$ cat config.mk
export PLATFORM = sky130hd
export DESIGN_NAME = cache_fill_arbiter
export DESIGN_NICKNAME = d
export VERILOG_FILES = /design/src/rtl/cache_fill_arbiter.sv
export SDC_FILE = /design/constraint.sdc
export NUM_CORES = 1
export LEC_CHECK = 0
export ABC_AREA = 1
export CAP_MARGIN = 20
export CELL_PAD_IN_SITES_DETAIL_PLACEMENT = 0
export CELL_PAD_IN_SITES_GLOBAL_PLACEMENT = 1
export CORE_UTILIZATION = 26
export CTS_BUF_LIST = sky130_fd_sc_hd__clkbuf_2
export CTS_CLUSTER_DIAMETER = 30
export CTS_CLUSTER_SIZE = 28
export DETAILED_ROUTE_END_ITERATION = 10
export PLACE_DENSITY_LB_ADDON = 0.1
export SLEW_MARGIN = 20
export SYNTH_ARGS = -nofsm -noshare
export SYNTH_HDL_FRONTEND = slang
export SYNTH_SLANG_ARGS = --single-unit
$ cat constraint.sdc
create_clock -name clk -period 1.6 [get_ports clk]
set_input_delay 0.24 -clock clk [delete_from_list [all_inputs] [get_ports clk]]
set_output_delay 0.24 -clock clk [all_outputs]
set_load 0.005 [all_outputs]
$ cat src/rtl/cache_fill_arbiter.sv
// cache_fill_arbiter: shares one multi-cycle main memory between the I-cache
// and D-cache miss handlers. One miss is serviced at a time. A dirty D-cache
// victim is written back word by word before the missing line is filled word
// by word. The owning cache gets a one-cycle done pulse when its line is in.

module cache_fill_arbiter #(
  parameter  int ADDR_W     = 16,
  parameter  int DATA_W     = 16,
  parameter  int LINE_WORDS = 4,
  localparam int OFF        = $clog2(LINE_WORDS)
) (
  input  logic              clk,
  input  logic              rst_n,
  // I-cache miss handler
  input  logic              i_ic_req,
  input  logic [ADDR_W-1:0] i_ic_addr,
  // D-cache miss handler
  input  logic              i_dc_req,
  input  logic [ADDR_W-1:0] i_dc_addr,
  input  logic              i_dc_dirty,
  input  logic [ADDR_W-1:0] i_dc_victim_addr,
  input  logic [DATA_W-1:0] i_dc_wb_data,
  // cache-side steering
  output logic [OFF-1:0]    o_wb_idx,
  output logic [OFF-1:0]    o_fill_idx,
  output logic [DATA_W-1:0] o_fill_data,
  output logic              o_ic_fill_we,
  output logic              o_dc_fill_we,
  output logic              o_ic_done,
  output logic              o_dc_done,
  // main memory port
  output logic              o_mem_en,
  output logic              o_mem_wr,
  output logic [ADDR_W-1:0] o_mem_addr,
  output logic [DATA_W-1:0] o_mem_wdata,
  input  logic              i_mem_ack,
  input  logic [DATA_W-1:0] i_mem_rdata,
  output logic              o_busy
);

  typedef enum logic [1:0] {
    S_IDLE,
    S_WB,
    S_FILL,
    S_DONE
  } state_t;

  localparam logic [OFF-1:0] CNT_ONE  = OFF'(1);
  localparam logic [OFF-1:0] CNT_LAST = OFF'(LINE_WORDS - 1);

  state_t                r_state;
  logic                  r_owner_d;
  logic [OFF-1:0]        r_cnt;
  logic [ADDR_W-1:OFF+1] r_miss_line;
  logic [ADDR_W-1:OFF+1] r_victim_line;
  logic                  r_mem_en;
  logic                  r_mem_wr;
  logic                  r_busy;

  logic                  w_fill_hs;
  logic                  w_unused_addr_bits;

  // Word offset and byte-select bits of the request addresses are not needed:
  // transfers always cover the whole line starting at word 0.
  assign w_unused_addr_bits = ^{i_ic_addr[OFF:0], i_dc_addr[OFF:0],
                                i_dc_victim_addr[OFF:0]};

  // Sequencer: grant (D before I), write back a dirty victim, fill, then done.
  always_ff @(posedge clk or negedge rst_n) begin
    if (!rst_n) begin
      r_state       <= S_IDLE;
      r_owner_d     <= 1'b0;
      r_cnt         <= '0;
      r_miss_line   <= '0;
      r_victim_line <= '0;
      r_mem_en      <= 1'b0;
      r_mem_wr      <= 1'b0;
      r_busy        <= 1'b0;
    end else begin
      case (r_state)
        S_IDLE: begin
          if (i_dc_req) begin
            r_owner_d     <= 1'b1;
            r_miss_line   <= i_dc_addr[ADDR_W-1:OFF+1];
            r_victim_line <= i_dc_victim_addr[ADDR_W-1:OFF+1];
            r_cnt         <= '0;
            r_mem_en      <= 1'b1;
            r_mem_wr      <= i_dc_dirty;
            r_busy        <= 1'b1;
            r_state       <= i_dc_dirty ? S_WB : S_FILL;
          end else if (i_ic_req) begin
            r_owner_d     <= 1'b0;
            r_miss_line   <= i_ic_addr[ADDR_W-1:OFF+1];
            r_cnt         <= '0;
            r_mem_en      <= 1'b1;
            r_mem_wr      <= 1'b0;
            r_busy        <= 1'b1;
            r_state       <= S_FILL;
          end
        end
        S_WB: begin
          if (i_mem_ack) begin
            if (r_cnt == CNT_LAST) begin
              r_cnt    <= '0;
              r_mem_wr <= 1'b0;
              r_state  <= S_FILL;
            end else begin
              r_cnt <= r_cnt + CNT_ONE;
            end
          end
        end
        S_FILL: begin
          if (i_mem_ack) begin
            r_cnt <= r_cnt + CNT_ONE;
            if (r_cnt == CNT_LAST) begin
              r_mem_en <= 1'b0;
              r_state  <= S_DONE;
            end
          end
        end
        S_DONE: begin
          r_busy  <= 1'b0;
          r_state <= S_IDLE;
        end
        default: begin
          r_mem_en <= 1'b0;
          r_mem_wr <= 1'b0;
          r_busy   <= 1'b0;
          r_state  <= S_IDLE;
        end
      endcase
    end
  end

  // Memory address/data mux and per-cache fill/done steering from the state.
  always_comb begin
    o_mem_addr   = '0;
    o_mem_wdata  = '0;
    w_fill_hs    = 1'b0;
    o_ic_fill_we = 1'b0;
    o_dc_fill_we = 1'b0;
    o_ic_done    = 1'b0;
    o_dc_done    = 1'b0;
    case (r_state)
      S_WB: begin
        o_mem_addr  = {r_victim_line, r_cnt, 1'b0};
        o_mem_wdata = i_dc_wb_data;
      end
      S_FILL: begin
        o_mem_addr   = {r_miss_line, r_cnt, 1'b0};
        w_fill_hs    = i_mem_ack;
        o_ic_fill_we = w_fill_hs & ~r_owner_d;
        o_dc_fill_we = w_fill_hs & r_owner_d;
      end
      S_DONE: begin
        o_ic_done = ~r_owner_d;
        o_dc_done = r_owner_d;
      end
      default: begin
        o_mem_addr = '0;
      end
    endcase
  end

  assign o_mem_en    = r_mem_en;
  assign o_mem_wr    = r_mem_wr;
  assign o_busy      = r_busy;
  assign o_wb_idx    = r_cnt;
  assign o_fill_idx  = r_cnt;
  assign o_fill_data = i_mem_rdata;

endmodule

==> flow_summary.rst <==
.. list-table::
   :header-rows: 1

   * - Metric
     - Value
   * - Final period utilization
     - 1.22
   * - Via Count
     - 2454
   * - Depth of the CTS H-tree
     - 2
   * - Ports placed on the boundary
     - roughly 150
   * - Largest vdd supply drop
     - ~570 µV
   * - Final routed wire length divided by cell count
     - roughly 13 µm
   * - Clock network power share
     - 0.059
   * - Clock slew at the register clock pins of the worst setup and hold paths
     - between 0.2 and 0.25 ns
   * - Portion of total power attributed to combinational logic
     - 0.722
   * - Antenna violations before repair
     - 0
   * - Crit end category
     - output pin
   * - Setup crit start
     - r_state[1]
   * - Detailed router's first-iteration violation count
     - 48
   * - Clk Tree Root Cell
     - clkbuf_2
   * - Total clock buffers created by CTS
     - 5
   * - RSZ-0062 raised after global routing
     - true
   * - Worst flop-to-flop path endpoint
     - r_miss_line[4]
   * - Crit-path max FO
     - 6
   * - Overflow left after global routing
     - 0
   * - Violated checks
     - negative setup slack
   * - Number of routed nets with antenna violations
     - 0
   * - Final estimated routing congestion in global placement
     - slightly above 0.8
   * - Core box area
     - 8760 µm²
   * - Part of the power in registers
     - 0.219
   * - Starting density of the core
     - 0.269
   * - Power per cell area
     - between 1500 and 2000 nW/µm²
   * - Number of cell instances on the worst register-to-register path
     - 9
   * - Number of unique standard cell types used by synthesis
     - 24
   * - Count of final setup violators
     - 65
   * - Worst hold path class
     - in -> async
   * - Number of cell rows
     - 34
   * - Die Y-Extent
     - slightly below 100 µm
   * - CP required
     - 1.36 ns
   * - Run status
     - complete, but fails checks
   * - Category of the most critical setup path
     - reg -> out
   * - Average instance area after synthesis
     - 7.42 µm²
   * - Minimum clock period
     - just under 2 ns
   * - Slowest cell on the critical path
     - dfrtp_1
   * - Ratio of routed vias to standard cells
     - about 4.4
   * - Core Util, Final
     - 0.496
   * - I/O Buffers
     - between 100 and 150
   * - Sequential cell area fraction in the yosys report
     - 0.362
   * - Reg2reg start
     - r_state[0]
   * - All-layer global routing usage
     - 0.155
   * - Critical-path cell list
     - inv_2 > buf_6 > ha_4 > inv_8 > buf_12 > a21oi_2 > buf_2
   * - Largest net degree at the start of global routing
     - 35
   * - TritonCTS Sinks
     - 34
   * - Highest achievable clock rate
     - between 0.5 and 0.6 GHz
   * - Post-layout worst setup margin
     - -0.350 ns
   * - Max incr delay on CP
     - a little over 0.4 ns
   * - Flop2flop setup slack
     - -0.15 ns
   * - First-pass GRT wire length
     - 11900 µm
   * - Iteration count of the initial detailed-routing pass
     - 4
   * - Width of the die
     - ~97 µm
   * - Fraction of layout cells with a size suffix above 1
     - 0.481
   * - CTS max path bufs
     - 2
   * - Nets
     - about 550
   * - Leakage Power
     - approximately 2.3 nW
   * - Half-perimeter wire length after placement
     - about 4900 µm
   * - Cell internal pwr
     - roughly 0.0042 W
   * - CP Launch Type
     - flop
   * - Routed wire length
     - about 7600 µm
   * - CP endpoint
     - o_mem_addr[15]
   * - Switching part of the total
     - 0.415
   * - Antenna diode count
     - 0
   * - Number of warning messages in the yosys log
     - 0
   * - Reported max-cap violation count
     - 0
   * - Fin. Hold Viols
     - 0
   * - Filler Cell Count
     - 879
   * - Arrival @ worst endpoint
     - 1.71 ns
   * - Net Count, Synth
     - just over 400
   * - Post-Synthesis Cell Area
     - 2350 µm²
   * - Number of global-route vias before repair
     - 2443
   * - Clock tree from TritonCTS
     - built
   * - Insertion delay to the later sink of the worst-skew pair
     - approximately 0.4 ns
   * - Max Slew Vio Count
     - 0
   * - Area growth syn-to-layout
     - 84.7%
   * - Post-synthesis sequential element count
     - 34
   * - Number of cells produced by synthesis
     - roughly 320
   * - Switching power of the nets
     - a little under 0.003 W
   * - Floorplan die area
     - approximately 9400 µm²
   * - Worst clock skew
     - ~0.029 ns
   * - PnR Total Power
     - a little over 0.007 W
   * - Total DRC errors in the routed layout
     - 0
==> critical path, delay by kind of cell (launching register included) <==
kind                     cells  cell delay (ns)
buffers and inverters        5             0.49
AO/OA/AOI/OAI                1             0.10
flip-flops                   1             0.41
adder cells (fa/ha/maj)      1             0.30
==> flip-flops by register name (all words and copies together), names as in the netlist <==
register       cells
o_mem_en           1
r_state            2
r_owner_d          1
r_miss_line       13
o_fill_idx         2
o_mem_wr           1
o_busy             1
r_victim_line     13
==> worst min path at each step <==
stage | start | to | depth (start not counted)
finish | rst_n | r_state[0] | 3
global route | rst_n | r_state[0] | 3
CTS | rst_n | o_mem_wr | 3
detailed placement | rst_n | r_owner_d | 2
global placement | rst_n | r_owner_d | 2
floorplan | rst_n | o_busy | 0
==> cells in the mapped netlist <==
master	number	area, µm²
nand2_2	1	6.26
inv_4	1	6.26
mux2_2	4	45.0
dfrtp_1	34	851
clkbuf_1	2	7.51
nand3_2	1	10.0
ha_1	9	113
o21ai_2	10	87.6
o21ai_0	14	70.1
nand2_1	122	458
a21oi_1	14	70.1
conb_1	1	3.75
buf_6	3	33.8
inv_1	44	165
nor3_1	2	10.0
nand4_1	2	12.5
mux2_4	9	135
a21oi_4	1	16.3
nand3_1	7	35.0
nor2_1	8	30.0
buf_4	20	150
inv_2	1	3.75
buf_1	1	3.75
buf_2	6	30.0
==> cells in the final DEF (no fill, tap or decap), types with 3 or more instances in the layout <==
master           synthesis  final
o21ai_4                  0      3
o21ai_0                 14      3
nand2_2                  1     30
buf_4                   20     25
inv_1                   44     37
mux2_4                   9     13
buf_6                    3     17
clkbuf_16                0      3
buf_12                   0      9
clkbuf_2                 0      7
a21oi_4                  1      5
nor2_1                   8      5
ha_4                     0      6
nand2_1                122     77
nor2_2                   0      3
nand3_4                  0      3
nand2_4                  0     16
dfrtp_1                 34     33
a21oi_2                  0      9
o21ai_2                 10     17
buf_2                    6     34
inv_4                    1      3
inv_2                    1      5
nand3_1                  7      5
dlymetal6s2s_1           0      3
clkdlybuf4s50_1          0     61
==> stage by stage <==
| step | setup WS (ns) | cell area [µm²] | TNS [ns] | cells | hold WS (ns) |
|---|---|---|---|---|---|
| 2_1_floorplan | 0.0645 | 2350 | 0 | 317 | -0.0556 |
| 3_3_place_gp | -0.330 | 3570 | -8.32 | 525 | 0.314 |
| 3_5_place_dp | -0.329 | 3570 | -9.07 | 525 | 0.312 |
| 4_1_cts | -0.343 | 4010 | -10.28 | 554 | 0.385 |
| 5_1_grt | -0.462 | 4350 | -18.93 | 561 | 0.388 |
| 6_report | -0.350 | 4350 | -13.48 | 561 | 0.379 |
==> power by group through the flow <==
stage | combinational, W | clock (W) | sequential, W
final | 0.00515 | 0.000422 | 0.00156
after global routing | 0.00553 | 0.000483 | 0.00162
after CTS | 0.00440 | 0.000442 | 0.00155
after detailed placement | 0.00325 | 0 | 0.00152
after global placement | 0.00324 | 0 | 0.00153
after floorplan | 0.00172 | 0 | 0.00147
==> routing by layer <==
layer  GRT usage  vias up  routed length [µm]
met5           0        -                   0
met4      0.0482        0                 124
met3      0.0281       12                 425
met2       0.244       93                3460
met1       0.215     1125                3540
li1            -     1224                   -
==> area by class of cell <==
type,count,area [µm²],area share
tap,108,135,0.0311
sequential,34,852,0.196
timing repair buffer,159,1550,0.355
inverter,46,188,0.0432
clock inverter,3,16.3,0.00374
clock buffer,5,25.0,0.00576
multi-input combinational,206,1590,0.365
==> timing repair <==
action,in CTS,in global routing
hold buffers,1,0
gates cloned,3,4
endpoints found under the hold margin,34,0
gates resized for setup,238,67
setup endpoints to repair,40,71
pin swaps,21,17
buffers inserted,19,5
==> logic make-up (layout without fill, tap and decap cells) <==
group                    after synthesis  in the layout  share of synthesized area
other                                  1              1                    0.00159
AO/OA/AOI/OAI                         39             39                      0.104
AND/OR/NAND/NOR                      143            144                      0.239
buffers and inverters                 78            213                      0.170
flip-flops                            34             34                      0.362
adder cells (fa/ha/maj)                9              9                     0.0478
multiplexers                          13             13                     0.0766
(Power assumes the default switching activity.)
